`src/rtl/uart_alu_host.sv`:
```
// uart_alu_host: UART-ALU link initiator. Serialises A, B, {0,opcode} to a UART TX byte port and
// returns the single result byte from UART RX. Define UART_ALU_HOST_RETRY_EN to re-send on a result timeout.
module uart_alu_host #(
  parameter int unsigned SIZEDATA       = 8,
  parameter int unsigned SIZEOP         = 6,
  parameter int unsigned TIMEOUT_CYCLES = 1000000,
  parameter int unsigned MAX_RETRY      = 2
) (
  input  logic                i_clock,
  input  logic                i_reset,
  input  logic                i_start,
  input  logic [SIZEDATA-1:0] i_datoa,
  input  logic [SIZEDATA-1:0] i_datob,
  input  logic [SIZEOP-1:0]   i_opcode,
  input  logic                i_tx_done,
  input  logic                i_rx_done,
  input  logic [SIZEDATA-1:0] i_rx_data,
  output logic [SIZEDATA-1:0] o_tx_data,
  output logic                o_tx_signal,
  output logic                o_busy,
  output logic                o_done,
  output logic                o_timeout,
  output logic [SIZEDATA-1:0] o_result
);

  localparam int unsigned CNT_W = $clog2(TIMEOUT_CYCLES + 1);

  typedef enum logic [2:0] {
    IDLE    = 3'd0,
    SEND    = 3'd1,
    WAIT_TX = 3'd2,
    WAIT_RX = 3'd3,
    FINISH  = 3'd4
  } state_e;

  state_e              state_q, state_d;
  logic [SIZEDATA-1:0] a_q, a_d;
  logic [SIZEDATA-1:0] b_q, b_d;
  logic [SIZEDATA-1:0] op_q, op_d;
  logic [1:0]          idx_q, idx_d;
  logic [CNT_W-1:0]    cnt_q, cnt_d;
  logic [SIZEDATA-1:0] tx_data_q, tx_data_d;
  logic                tx_signal_q, tx_signal_d;
  logic                busy_q, busy_d;
  logic                done_q, done_d;
  logic                timeout_q, timeout_d;
  logic [SIZEDATA-1:0] result_q, result_d;

  logic [CNT_W-1:0]    cnt_inc;
  logic                cnt_hit;

`ifdef UART_ALU_HOST_RETRY_EN
  localparam int unsigned RTY_W = (MAX_RETRY < 1) ? 1 : $clog2(MAX_RETRY + 1);
  logic [RTY_W-1:0] retry_q, retry_d;
`else
  localparam int unsigned unused_max_retry = MAX_RETRY;
`endif

  // Wait-state budget: abort decided on the cycle the count would reach TIMEOUT_CYCLES
  assign cnt_inc = cnt_q + CNT_W'(1);
  assign cnt_hit = (cnt_inc == CNT_W'(TIMEOUT_CYCLES));

  always_ff @(posedge i_clock or negedge i_reset) begin
    if (!i_reset) begin
      state_q     <= IDLE;
      a_q         <= '0;
      b_q         <= '0;
      op_q        <= '0;
      idx_q       <= '0;
      cnt_q       <= '0;
      tx_data_q   <= '0;
      tx_signal_q <= 1'b0;
      busy_q      <= 1'b0;
      done_q      <= 1'b0;
      timeout_q   <= 1'b0;
      result_q    <= '0;
`ifdef UART_ALU_HOST_RETRY_EN
      retry_q     <= '0;
`endif
    end else begin
      state_q     <= state_d;
      a_q         <= a_d;
      b_q         <= b_d;
      op_q        <= op_d;
      idx_q       <= idx_d;
      cnt_q       <= cnt_d;
      tx_data_q   <= tx_data_d;
      tx_signal_q <= tx_signal_d;
      busy_q      <= busy_d;
      done_q      <= done_d;
      timeout_q   <= timeout_d;
      result_q    <= result_d;
`ifdef UART_ALU_HOST_RETRY_EN
      retry_q     <= retry_d;
`endif
    end
  end

  // Outputs are computed on the transition into a state so the pulse lands in that state's cycle
  always_comb begin
    state_d     = state_q;
    a_d         = a_q;
    b_d         = b_q;
    op_d        = op_q;
    idx_d       = idx_q;
    cnt_d       = cnt_q;
    tx_data_d   = tx_data_q;
    tx_signal_d = 1'b0;
    busy_d      = busy_q;
    done_d      = 1'b0;
    timeout_d   = 1'b0;
    result_d    = result_q;
`ifdef UART_ALU_HOST_RETRY_EN
    retry_d     = retry_q;
`endif

    case (state_q)
      IDLE: begin
        if (i_start) begin
          a_d         = i_datoa;
          b_d         = i_datob;
          op_d        = SIZEDATA'(i_opcode);
          idx_d       = 2'd0;
          busy_d      = 1'b1;
          tx_data_d   = i_datoa;
          tx_signal_d = 1'b1;
          state_d     = SEND;
`ifdef UART_ALU_HOST_RETRY_EN
          retry_d     = '0;
`endif
        end
      end

      SEND: begin
        cnt_d   = '0;
        state_d = WAIT_TX;
      end

      WAIT_TX: begin
        if (i_tx_done) begin
          idx_d = idx_q + 2'd1;
          cnt_d = '0;
          if (idx_q == 2'd2) begin
            state_d = WAIT_RX;
          end else begin
            tx_data_d   = (idx_q == 2'd0) ? b_q : op_q;
            tx_signal_d = 1'b1;
            state_d     = SEND;
          end
        end else if (cnt_hit) begin
          done_d    = 1'b1;
          timeout_d = 1'b1;
          busy_d    = 1'b0;
          state_d   = IDLE;
        end else begin
          cnt_d = cnt_inc;
        end
      end

      WAIT_RX: begin
        if (i_rx_done) begin
          result_d = i_rx_data;
          state_d  = FINISH;
        end else if (cnt_hit) begin
`ifdef UART_ALU_HOST_RETRY_EN
          if (retry_q < RTY_W'(MAX_RETRY)) begin
            // Lost reply: replay the whole frame from operand A
            retry_d     = retry_q + RTY_W'(1);
            idx_d       = 2'd0;
            cnt_d       = '0;
            tx_data_d   = a_q;
            tx_signal_d = 1'b1;
            state_d     = SEND;
          end else begin
            done_d    = 1'b1;
            timeout_d = 1'b1;
            busy_d    = 1'b0;
            state_d   = IDLE;
          end
`else
          done_d    = 1'b1;
          timeout_d = 1'b1;
          busy_d    = 1'b0;
          state_d   = IDLE;
`endif
        end else begin
          cnt_d = cnt_inc;
        end
      end

      FINISH: begin
        done_d  = 1'b1;
        busy_d  = 1'b0;
        state_d = IDLE;
      end

      default: begin
        state_d = IDLE;
      end
    endcase
  end

  assign o_tx_data   = tx_data_q;
  assign o_tx_signal = tx_signal_q;
  assign o_busy      = busy_q;
  assign o_done      = done_q;
  assign o_timeout   = timeout_q;
  assign o_result    = result_q;

endmodule
```
`config.mk`:
```
export PLATFORM = sky130hd
export DESIGN_NAME = uart_alu_host
export DESIGN_NICKNAME = d
export VERILOG_FILES = /design/src/rtl/uart_alu_host.sv
export SDC_FILE = /design/constraint.sdc
export NUM_CORES = 1
export LEC_CHECK = 0
export CORE_AREA = 5 5 80 82
export DETAILED_ROUTE_END_ITERATION = 12
export DIE_AREA = 0 0 85 87
export HOLD_SLACK_MARGIN = 0.02
export PLACE_DENSITY = 0.9
export SLEW_MARGIN = 10
export SYNTH_ARGS = -nofsm -noshare
export SYNTH_HDL_FRONTEND = slang
export SYNTH_SLANG_ARGS = --single-unit
```
`constraint.sdc`:
```
create_clock -name i_clock -period 3.2 [get_ports i_clock]
set_input_delay 0.32 -clock i_clock [delete_from_list [all_inputs] [get_ports i_clock]]
set_output_delay 0.32 -clock i_clock [all_outputs]
set_load 0.03 [all_outputs]
```
==> results of run 1 <==
-- cell usage after synthesis (all sizes together), types with 3 or more instances --
| cell | n |
|---|---|
| o31ai | 4 |
| inv | 7 |
| ha | 3 |
| o22ai | 4 |
| a31oi | 7 |
| o21ai | 44 |
| nand3 | 7 |
| nor2 | 12 |
| nor2b | 5 |
| nand2 | 72 |
| nand4 | 11 |
| or3 | 4 |
| xor2 | 6 |
| nor4 | 4 |
| and4 | 4 |
| dfrtp | 59 |
| buf | 5 |
| clkbuf | 12 |
| a21oi | 8 |
| a21boi | 3 |
| mux2 | 15 |
| nand2b | 5 |
| mux2i | 8 |
| nor3 | 8 |
-- where the power goes --
| group | switching [mW] | leakage [nW] | internal (mW) |
|---|---|---|---|
| Clock | 0.300 | 0.113 | 0.480 |
| Combinational | 0.768 | 0.848 | 0.574 |
| Sequential | 0.179 | 0.756 | 0.992 |
-- flip-flops by register name (all words and copies together), names as in the netlist, 2 cells and up --
register	count
b_q	8
cnt_q	20
idx_q	2
o_result	8
o_tx_data	8
op_q	6
state_q	3
-- per-stage QoR --
stage / cell area [um2] / worst slack [ps]
after floorplan: 3090 / 1100
after global placement: 3690 / 761
after detailed placement: 3690 / 751
after CTS: 3920 / 788
after global routing: 3950 / 553
final: 3950 / 797
-- what timing repair did --
item | in CTS | in global routing
hold buffers | 0 | 1
endpoints found under the setup margin | 0 | 0
endpoints found under the hold margin | 0 | 15
-- cell usage in the layout, fill, tap and decap left out, drive strengths merged, types with 2 or more instances in the layout --
cell type      count
nand3              7
a21boi             3
and3               2
mux2i              8
nor2b              5
dfrtp             59
and2               2
xor2               6
a21oi              8
o31ai              4
clkinv             2
o22ai              4
buf                7
nand4             11
or3                4
ha                 3
nor4               4
a31oi              7
bufinv             2
and4               4
inv                7
nand2b             5
o21ai             44
mux2              15
nor3               8
clkdlybuf4s50     53
a32o               2
nand2             72
nor2              12
clkbuf            12
-- layout make-up --
type / count / share of cell area (%)
Timing Repair Buffer: 61 / 15.3
Clock buffer: 12 / 3.93
Multi-Input combinational cell: 248 / 38.4
Tap cell: 75 / 2.38
Inverter: 8 / 0.761
Clock inverter: 4 / 1.84
Sequential cell: 59 / 37.4
-- worst max-delay path: stages (launching register included) --
cell and delay [ps]:
dfrtp_1 460, ha_1 270, nand4_1 210, nor3_4 340
nor3_1 90, o21ai_1 320, nor3_2 120, or3_1 360
a21boi_1 160
-- how the worst max path moves through the flow --
stage / from / end / slack [ps]
after floorplan: cnt_q[5] / cnt_q[6] / 1100
after CTS: cnt_q[0] / cnt_q[0] / 790
after global routing: cnt_q[0] / cnt_q[0] / 550
final: cnt_q[0] / cnt_q[0] / 800
after detailed placement: i_rx_done / o_busy / 750
after global placement: i_rx_done / o_busy / 760
-- logic make-up (layout without fill, tap and decap cells) --
group / after synthesis / in the layout / synth area share (%)
AO/OA/AOI/OAI: 77 / 77 / 14.4
XOR/XNOR: 7 / 7 / 1.98
flip-flops: 59 / 59 / 47.7
AND/OR/NAND/NOR: 138 / 138 / 23.3
adder cells (fa/ha/maj): 3 / 3 / 1.21
multiplexers: 23 / 23 / 8.05
buffers and inverters: 25 / 85 / 3.28
-- metal layers --
metal  vias to the layer above  share of wire [%]  GRT usage (%)
met5                         -                  0              0
met4                         0                1.8           10.5
met3                        15                5.4           3.97
met2                        87                 53           36.0
met1                      1255                 40           23.3
li1                       1282                  -              -
==> summary.txt, run 1 <==
Logic synthesis
  • Syn avg cell area: ~9.3 um2
  • Ranking of synthesized cells by area: dfrtp_1, nand2_1, o21ai_0
  • Synth Cell Area: between 3000 and 4000 um2
  • Syn nets: between 300 and 400
  • Yosys top cell by area: dfrtp_1
  • Seq/Total Area, Yosys: between 40 and 50%
  • Syn Inst Count: about 330
  • Yosys warnings: 0
  • Async SR Flop Fraction: 100%
  • EDFF count, synth: 0
  • Flops & latches, synth: 59
  • Post-synthesis cell type count: 48
  • Post-synth top area share: a little under half
  • Main synth FF type: dfrtp_1

Worst setup path
  • CP arrival: about 2700 ps
  • Reg-to-reg setup timing slack: between 700 and 800 ps
  • Crit Reg-Reg Startpoint: cnt_q[0]
  • WP data required: roughly 3500 ps
  • Worst r2r path cells: 8
  • CP Launch Type: flop
  • Crit Path Max Fanout: 9
  • Worst r2r dst: cnt_q[0]
  • Worst setup EP type: flop
  • WS Path Type: flop to flop

Route
  • DRC viols: 0
  • Final ANT Viol Nets: 0
  • Post-Route WL: between 7 and 8 mm
  • DR vias: ~2,600
  • Via/cell ratio: 5.65
  • DR iter-0 viols: roughly 160
  • Per-cell routed wire length: 15.0 um
  • First-pass iteration count of the detailed router: 4

Pwr
  • Max VDD drop: about 0.56 mV
  • Leak pwr: ~1.7 nW
  • Total power: 3.29 mW
  • PD cells: 834 nW/um2

Timing
  • Max Clock Freq: about 420 MHz
  • Worst Tran Pin Value: ~840 ps
  • Slew Limit Fails: 0
  • Final Hold Viols: 0
  • Max_slew headroom: 43.6%
  • WHS: 439 ps
  • Final period utilization: about 75%
  • Final setup violation count: 0
  • RSZ-0062 raised after global routing: no
  • Worst Skew: around 9.7 ps
  • Fin crit period: between 2000 and 2500 ps
  • Setup TNS: 0 ps

GRT
  • Overall routing resource usage: approximately 20%
  • Vias in the first global route: 2,658
  • First-pass GRT wire length: approximately 12 mm
  • Pin count of the biggest net entering global routing: 50
  • Initial antenna violation count: 0
  • Gr ovfl total: 0

Finish
  • Fraction of layout cells with a size suffix above 1: between 10% and 20%
  • Nets: about 430
  • Final core occ: 69.5%
  • Finished Layout Cells: between 400 and 500
  • Area of the multi-input gates: 1520 um2
  • N_diodes: 0
  • Area Overhead vs Synth: 27.6%
  • Register area: ~1500 um2
  • Filler cell count in the final layout: approximately 450

Run status
  • Status: finished, final reports clean

Placed design
  • Post-DP HPWL: approximately 5 mm
  • PortBufs: 54
  • GPL Wtd Cong: approximately 0.9
  • # placed instances: approximately 450

Floorplan
  • Die area: between 7000 and 8000 um2
  • Num ports: 55
  • Die width: between 80 and 90 um
  • Die H: 87 um
  • Placement row count: 28
  • Core Area: approximately 5700 um2
  • Initial Utilization: 54.5%

CTS
  • Root Driver: clkbuf_8
  • Clk_lat worst skew: between 300 and 400 ps
  • Post-CTS sizing: 0
  • Clock buffer depth: 2
  • Num CTS Buffers: 9
  • CTS tree: done
  • Post-CTS Setup Inserts: 0
  • Clock sinks: 59
  • H-tree depth: 3
  • Clock-pin slew on the worst setup and hold paths: about 70 ps

Hold path
  • Worst min-delay path class: primary input to asynchronous set/reset pin

Run
  • Max-Cap Viols: 0
No activity file was read; power rests on OpenSTA's default activity.
==> run 2, diff against run 1 <==
--- a/config.mk
+++ b/config.mk
@@ -5,11 +5,11 @@
 export SDC_FILE = /design/constraint.sdc
 export NUM_CORES = 1
 export LEC_CHECK = 0
-export CORE_AREA = 5 5 80 82
+export CORE_AREA = 5 5 87 89
 export DETAILED_ROUTE_END_ITERATION = 12
-export DIE_AREA = 0 0 85 87
+export DIE_AREA = 0 0 92 94
 export HOLD_SLACK_MARGIN = 0.02
-export PLACE_DENSITY = 0.9
+export PLACE_DENSITY = 0.81
 export SLEW_MARGIN = 10
 export SYNTH_ARGS = -nofsm -noshare
 export SYNTH_HDL_FRONTEND = slang
==> constraint.sdc (replaced) <==
create_clock -name i_clock -period 2.01 [get_ports i_clock]
set_input_delay 0.201 -clock i_clock [delete_from_list [all_inputs] [get_ports i_clock]]
set_output_delay 0.201 -clock i_clock [all_outputs]
set_load 0.03 [all_outputs]
==> run 2 against run 1 <==
Die area is 17% higher. Sequential share of layout area is 3.9 points lower. The flow now finishes with violations (setup timing). Cell count is 12% higher. Register-to-register slack worse by 1000 ps. Flip-flop and latch count stayed put. Setup slack worse by 1000 ps. Critical path depth is 1 higher. Maximum frequency is 8.4% higher. Sequential power is 56% higher. Clock skew is 2.1 ps lower.
==> summary.txt, run 2 (synthesis gave the netlist of run 1 again) <==
Run status
  • Status: finished, violations left
  • Failing checks: setup timing

Worst setup path
  • WS Path Type: flop to flop
  • Crit Path Max Fanout: 5 (-4)
  • WP data required: 2220 ps (-1230 ps)
  • CP Launch Type: flop
  • Worst setup EP type: flop
  • CP arrival: 2430 ps (-230 ps)

Timing
  • Final period utilization: 110% (+35 points)
  • Worst Skew: 7.63 ps (-2.06 ps)
  • Worst Tran Pin Value: 566 ps (-276 ps)
  • PnR worst setup slack: -207 ps (-1000 ps)
  • Final setup violation count: 13 (+13)
  • Fin crit period: 2220 ps (-186 ps)
  • Slew Limit Fails: 0 (unchanged)
  • Max_slew headroom: 62.2% (+19 points)
  • Final Hold Viols: 0 (unchanged)
  • RSZ-0062 raised after global routing: yes
  • Max Clock Freq: 451 MHz (+8.4%)
  • Setup TNS: -1610 ps (-1610 ps)
  • WHS: 347 ps (-92.3 ps)

Route
  • DR iter-0 viols: 175 (+7.4%)
  • Via/cell ratio: 5.57 (-1.5%)
  • DR vias: 2,901 (+9.9%)
  • DRC viols: 0 (unchanged)
  • First-pass iteration count of the detailed router: 4 (unchanged)
  • Final ANT Viol Nets: 0 (unchanged)
  • Post-Route WL: 8.26 mm (+18%)
  • Per-cell routed wire length: 15.9 um (+5.8%)

Finish
  • Final core occ: 66.0% (-3.5 points)
  • Biggest register: cnt_q
  • N_diodes: 0 (unchanged)
  • Nets: 476 (+12%)
  • Max reg flops: 20 (unchanged)
  • Area Overhead vs Synth: 42.6%
  • Most frequent cells in the layout: nand2_1, dfrtp_1, buf_4
  • Finished Cell Area: 4410 um2 (+12%)
  • Commonest non-fill, non-tap cell in the layout: nand2_1
  • Fraction of layout cells with a size suffix above 1: 25.2% (+13 points)

GRT
  • Initial antenna violation count: 0 (unchanged)
  • First-pass GRT wire length: 13.4 mm (+12%)
  • Overall routing resource usage: 19.5% (-0.86 points)
  • Vias in the first global route: 2,931 (+10%)
  • Gr ovfl total: 0 (unchanged)
  • Pin count of the biggest net entering global routing: 23 (-54%)

CTS
  • Clock sinks: 59 (unchanged)
  • Clk_lat worst skew: 330 ps (about the same)
  • H-tree depth: 3 (unchanged)
  • Root Driver: clkbuf_8
  • Clock-pin slew on the worst setup and hold paths: 70 ps (about the same)
  • Num CTS Buffers: 9 (unchanged)
  • CTS tree: done
  • Clock buffer depth: 2 (unchanged)

Floorplan
  • Placement row count: 30 (+7.1%)
  • Die area: 8650 um2 (+17%)
  • Die width: 92 um (+8.2%)
  • Num ports: 55 (unchanged)
  • Initial Utilization: 46.3% (-8.2 points)
  • Core Area: 6680 um2 (+18%)
  • Die H: 94 um (+8.0%)

Hold path
  • Worst min-delay path class: primary input to asynchronous set/reset pin

Pwr
  • PD cells: 1190 nW/um2 (+43%)
  • Max VDD drop: 0.965 mV (+73%)
  • Total power: 5.27 mW (+60%)
  • Leak pwr: 2.02 nW (+18%)

Placed design
  • Post-DP HPWL: 5.76 mm (+14%)
  • PortBufs: 54 (unchanged)
  • GPL Wtd Cong: 0.876 (-4.3%)
  • Placed Area: 4030 um2 (+9.3%)

Run
  • Max-Cap Viols: 0 (unchanged)
## run 2: cell count changes in the layout (fill, tap and decap cells not counted), sizes merged
cell	previous run	this run
buf	7	57
bufinv	2	1
clkbuf	12	11
clkinv	2	3
clkinvlp	1	0
nand4	11	12
## run 2: timing repair
action / 4_1_cts / 5_1_grt
buffers inserted: 4 / 4
hold endpoints to repair: 17 / 0
hold buffers: 1 / 0
endpoints found under the setup margin: 12 / 21
resized for setup: 7 / 15
pin swaps: 4 / 4
gates cloned: 1 / 0
## run 2: critical path: stages, from the launching register on
cell and delay (ps):
dfrtp_1 420, ha_4 170, nand4_1 190, nor4_2 250, buf_4 200, xor2_4 160, o21ai_4 100, or3_4 400
nand2_4 110, o22ai_1 80
## run 2: area by class of cell
type / count / area, um2
tap: 80 / 100
sequential: 59 / 1480
inverter: 8 / 30.0
multi-input combinational: 249 / 1650
timing repair buffer: 111 / 973
clock buffer: 11 / 141
fill: 484 / 2270
clock inverter: 3 / 40.0
## run 2: metal layers
metal	share of wire [%]	global-route usage [%]
met3	5.6	4.49
met5	0	0
met4	2.0	6.93
met2	51	33.9
met1	41	23.6
## run 2: worst paths after layout
path,startpoint,endpoint,slack (ps),depth (start not counted)
worst max-delay path,cnt_q[0],cnt_q[1],-210,9
worst min-delay path,i_reset,o_tx_data[1],350,2
worst max register to register,cnt_q[0],cnt_q[1],-210,9
worst min register to register,o_result[2],o_result[2],470,2
max in group asynchronous,i_reset,cnt_q[18],1020,3
min in group i_clock,i_rx_data[1],o_result[1],400,3
## run 2: per-stage QoR
stage          instances  setup WS [ps]
2_1_floorplan        332          -45.4
3_3_place_gp         497          -74.1
3_5_place_dp         497          -90.8
4_1_cts              517           -115
5_1_grt              521           -297
6_report             521           -207
## run 2: power breakdown
part / leakage [nW] / switching, mW / internal (mW) / total (mW)
Combinational: 1.17 / 1.37 / 1.04 / 2.41
Clock: 0.0950 / 0.446 / 0.589 / 1.03
Sequential: 0.754 / 0.247 / 1.58 / 1.83
Total: 2.02 / 2.06 / 3.21 / 5.27
==> patch 1 (settings of run 1) <==
Make the reset (`i_reset`) synchronous in one clocked block.
--- a/src/rtl/uart_alu_host.sv
+++ b/src/rtl/uart_alu_host.sv
@@ -62,3 +62,3 @@
 
-  always_ff @(posedge i_clock or negedge i_reset) begin
+  always_ff @(posedge i_clock) begin
     if (!i_reset) begin
Function: differs if i_reset is asserted again (counterexample within 4 cycles, from zero or initial values and one cycle with i_reset low); with i_reset held inactive, the same outputs for 10 cycles.
==> patch 1 against run 1 <==
  * Non-clock buffer count grew 3
  * Wire length grew 17%
  * Setup slack lost 0.61 ns
  * Critical path depth shrank 1
  * Final area shrank 3.7%
  * Maximum frequency shrank 20%
  * Synthesized cell count grew 18%
  * Count of clock-buffer cells in the layout shrank 2
  * Sequential cell count is the same
  * Area after synthesis shrank 1.3%
  * Largest cell class unchanged
Power is not compared: it rests on default switching activity, and its combinational part moved more than twofold at a synthesized area within 25%.
==> patch 1: results (changes against run 1) <==
metric,value,unit,change
outcome,finished clean,,
use_met2,38.9,%,+2.9 points
placedCellCount,504,,+12%
yosys-top-cells-area,"dfxtp_1 39%, nand2_1 8.0%, a21oi_1 7.5%, nor2_1 5.4%, xnor2_1 3.2%",,
gr-usage-all-layers,22.4,%,+2.1 points
grt_start_max_net_pins,31,,-38%
yosysUniqueCellTypes,55,,+15%
avgRoutedWirePerCell,15.7,um,+4.9%
finalClockSkew,0.00896,ns,-0.000738 ns
drt_iter0_markers,256,,+57%
synth_commonest_cells,"65 x nand2_1, 59 x dfxtp_1, 46 x a21oi_1, 44 x nor2_1, 16 x nand3_1",,
synthFlopType,dfxtp_1,,
largest_reg_flops,20,,unchanged
drive_gt1_share,9.23,%,-2.8 points
syn_nets,429,,+16%
wirelength,8160,um,+17%
crit_arrival,3.24,ns,+0.58 ns
slew-limit-headroom,61.7,%,+18 points
grt_pass1_vias,2946,,+11%
wl_met1,3280,um,+17%
cp_slowest_stage_delay,0.60,ns,+0.14 ns
met3_length,641,um,+68%
syn-instance-count,391,,+18%
gp_congestion,0.969,,+5.8%
place_hpwl,5730,um,+14%
critical_path.slowest_cell,or4_4,,
async_flop_share,0,%,-100 points
fin_nets,478,,+12%
grt_pass1_wl,13400,um,+11%
grtUsageMet3,5.68,%,+1.7 points
vias_per_cell,5.87,,+4.0%
routed-wl-met2,4000,um,+8.3%
ys_seq_area_share,38.7,%,-9.0 points
firstDrtPassIters,5,,+1
==> patch 1: cells by family after synthesis <==
| kind of cell | Yosys count | share of synthesized area [%] |
|---|---|---|
| buffers and inverters | 34 | 5.25 |
| adder cells (fa/ha/maj) | 3 | 1.23 |
| XOR/XNOR | 13 | 3.73 |
| AO/OA/AOI/OAI | 98 | 20.9 |
| multiplexers | 7 | 2.30 |
| AND/OR/NAND/NOR | 177 | 28.0 |
| flip-flops | 59 | 38.7 |
==> patch 1: path summary, 6_finish.rpt <==
| check | cells past startpoint | end | slack (ns) | startpoint |
|---|---|---|---|---|
| max | 7 | cnt_q[5] | 0.19 | cnt_q[3] |
| min | 2 | b_q[2] | 0.45 | b_q[2] |
| max reg2reg | 7 | cnt_q[5] | 0.19 | cnt_q[3] |
| min reg2reg | 2 | b_q[2] | 0.45 | b_q[2] |
==> patch 1: stage by stage <==
step | area [um2] | util (%) | setup slack, ns | hold WS, ns | power, mW
after floorplan | 3050 | - | 0.523 | 0.436 | 0.955
after global placement | 3630 | 64.0 | 0.303 | 0.441 | 1.05
after detailed placement | 3630 | 64.0 | 0.213 | 0.446 | 1.06
after CTS | 3800 | 67.0 | 0.201 | 0.455 | 1.64
after global routing | 3800 | 67.0 | 0.0538 | 0.470 | 1.69
final | 3800 | 67.0 | 0.186 | 0.454 | 1.64
==> patch 1: power by group through the flow <==
stage                     Clock [mW]  Sequential (mW)  Combinational, mW
after floorplan                    0            0.826              0.129
after global placement             0            0.806              0.247
after detailed placement           0            0.807              0.253
after CTS                      0.594            0.791              0.257
after global routing           0.617            0.796              0.282
final                          0.585            0.792              0.258
==> patch 1: cell type report <==
cell class	count	area, um2
inverter	8	30.0
clock inverter	5	30.0
fill	466	1880
multi-input combinational	298	1710
tap	75	93.8
clock buffer	10	138
sequential	59	1180
timing repair buffer	64	616
==> patch 2 (settings of run 1) <==
Without the edit above. The option `UART_ALU_HOST_RETRY_EN` is turned on by a define.
--- a/src/rtl/uart_alu_host.sv
+++ b/src/rtl/uart_alu_host.sv
@@ -2,2 +2,4 @@
 // returns the single result byte from UART RX. Define UART_ALU_HOST_RETRY_EN to re-send on a result timeout.
+`define UART_ALU_HOST_RETRY_EN
+
 module uart_alu_host #(
Formal check against the unedited RTL: same outputs for any inputs over 10 cycles, from zero or initial values and one cycle with i_reset low; that may be too few to reach the edited logic, so the function may still have changed.
==> patch 2 against run 1 <==
  * Area after synthesis up 20%
  * Combinational power grew 24%
  * Highest routed layer unchanged
  * Cell count up 2.6%
  * Wire length grew 24%
  * Synthesized cell count up 6.0%
  * Setup slack worse by 0.48 ns
  * Power is 17% higher
  * Sequential cell count up 10
  * Final area increased by 15%
==> patch 2: results (changes against run 1) <==
metric,value,unit,change
grt_pass1_wl,14600,um,+21%
drive_gt1_share,20.0,%,+8.1 points
slew-limit-headroom,57.1,%,+14 points
syn_nets,390,,+5.4%
grtUsageMet3,4.92,%,+0.95 points
die_area,0.00740,mm2,unchanged
root_buffer,clkbuf_8,,
met1_usage,31.0,%,+7.7 points
yosys-top-cells-area,"dfrtp_1 46%, mux2_2 12%, nor2_1 3.9%, mux2i_1 3.0%, a221o_1 2.7%",,
critical_path.slowest_cell,dfrtp_1,,
synth_edf_count,0,,unchanged
firstDrtPassIters,5,,+1
gr-usage-all-layers,25.2,%,+4.9 points
cts_max_path_buffers,2,,unchanged
fin_cells,479,,+2.6%
fin_nets,438,,+3.1%
cp_slowest_stage_delay,0.47,ns,
top_register,cnt_q,,
gp_congestion,0.876,,-4.2%
avgRoutedWirePerCell,18.1,um,+20%
crit_start,cnt_q[1],,
cts_inserted_buffers,9,,unchanged
grt_start_max_net_pins,37,,-26%
yosys_warnings,0,,unchanged
p_leak,2.04,nW,+19%
die_w,85,um,unchanged
insertion_delay,0.35,ns,
yosysUniqueCellTypes,55,,+15%
ys_seq_area_share,46.3,%,-1.4 points
rr_endpoint,cnt_q[4],,
place_area,0.00430,mm2,+17%
use_met2,43.7,%,+7.7 points
nFillCells,335,,-25%
drt_iter0_markers,227,,+39%
num_vias,2916,,+10%
syn_area_per_cell,10.6,um2,+14%
critPathCapture,cnt_q[4],,
cp_top_family,simple AND/OR/NAND/NOR gates,,
placement.io_buffers,54,,unchanged
r2r_slack,0.31,ns,-0.48 ns
ff2ff_path_depth,8,,unchanged
async_flop_share,100,%,unchanged
hold_path_class,flip-flop to flip-flop,,
path_max_fanout,35,,+26
outcome,finished clean,,
fin_worst_hold_slack,0.505,ns,+0.0658 ns
placedCellCount,463,,+3.1%
clkTransAtPathRegs,0.07,ns,about the same
finalClockSkew,0.0120,ns,+0.00232 ns
antenna_cells,0,,unchanged
synth_commonest_cells,"69 x dfrtp_1, 39 x mux2_2, 39 x nor2_1, 23 x nand2_1, 14 x clkbuf_1",,
antenna_found_initial,0,,unchanged
largest_reg_flops,20,,unchanged
ir_drop,0.527,mV,-5.7%
place_hpwl,5970,um,+18%
[patch 2: cell count changes after synthesis, sizes merged, moves of 7 or more]
cell,change
and3,+11
dfrtp,+10
o21ai,-33
nor2,+27
a221o,+10
mux2,+24
nor3b,+7
nand2,-49
[patch 2: layout make-up]
cell class              count  area, um2  area share (%)
multi-input cells         251       1870            41.0
inverters                   6       22.5           0.495
repair buffers             63        606            13.3
clock buffers              12        165            3.63
flip-flops and latches     69       1730            38.0
well taps                  75       93.8            2.06
clock inverters             3       67.6            1.49
[patch 2: worst min-delay path by stage]
stage           startpoint           to  cells after the start
6_report       o_result[4]  o_result[4]                      1
5_1_grt        o_result[5]  o_result[5]                      1
4_1_cts        o_result[4]  o_result[4]                      1
3_5_place_dp       i_reset       a_q[3]                      2
3_3_place_gp       i_reset       a_q[4]                      2
2_1_floorplan      i_reset       a_q[0]                      0
[patch 2: through the flow]
| stage | power, mW | worst slack (ns) |
|---|---|---|
| after detailed placement | 3.03 | 0.227 |
| after global routing | 4.08 | 0.0997 |
| after floorplan | 2.46 | 0.556 |
| final | 3.87 | 0.315 |
| after CTS | 3.87 | 0.208 |
| after global placement | 2.93 | 0.305 |
[patch 2: worst register-to-register path, stage by stage, from the launching register on]
cell and delay [ns]:
dfrtp_1 0.47, ha_1 0.26, nand3_2 0.21, nor4_1 0.29, a22o_1 0.23, or3b_1 0.42
o211a_4 0.39, and3_1 0.25, a211o_1 0.27
[patch 2: repair_timing]
action / 4_1_cts / 5_1_grt
resized for setup: 0 / 1
hold buffers: 1 / 0
hold endpoints to repair: 25 / 0
endpoints found under the setup margin: 0 / 5
[patch 2: per-layer routing]
metal	vias up	share of wire [%]
met4	0	2.3
met1	1444	41
li1	1371	-
met3	15	4.6
met2	86	52
met5	-	0
[patch 2: kinds of logic (layout without fill, tap and decap cells)]
family / Yosys count / after routing / synth area share (%)
mux: 50 / 50 / 14.7
xor+xnor: 7 / 7 / 1.65
compound gates: 64 / 64 / 13.6
simple gates: 127 / 127 / 18.8
flops: 69 / 69 / 46.3
buf+inv: 32 / 84 / 3.90
fa+ha+maj: 3 / 3 / 1.01
[patch 2: power breakdown]
| group | internal (mW) | switching (mW) |
|---|---|---|
| combinational | 0.772 | 0.890 |
| clock | 0.499 | 0.330 |
| sequential | 1.16 | 0.213 |
| total | 2.44 | 1.43 |
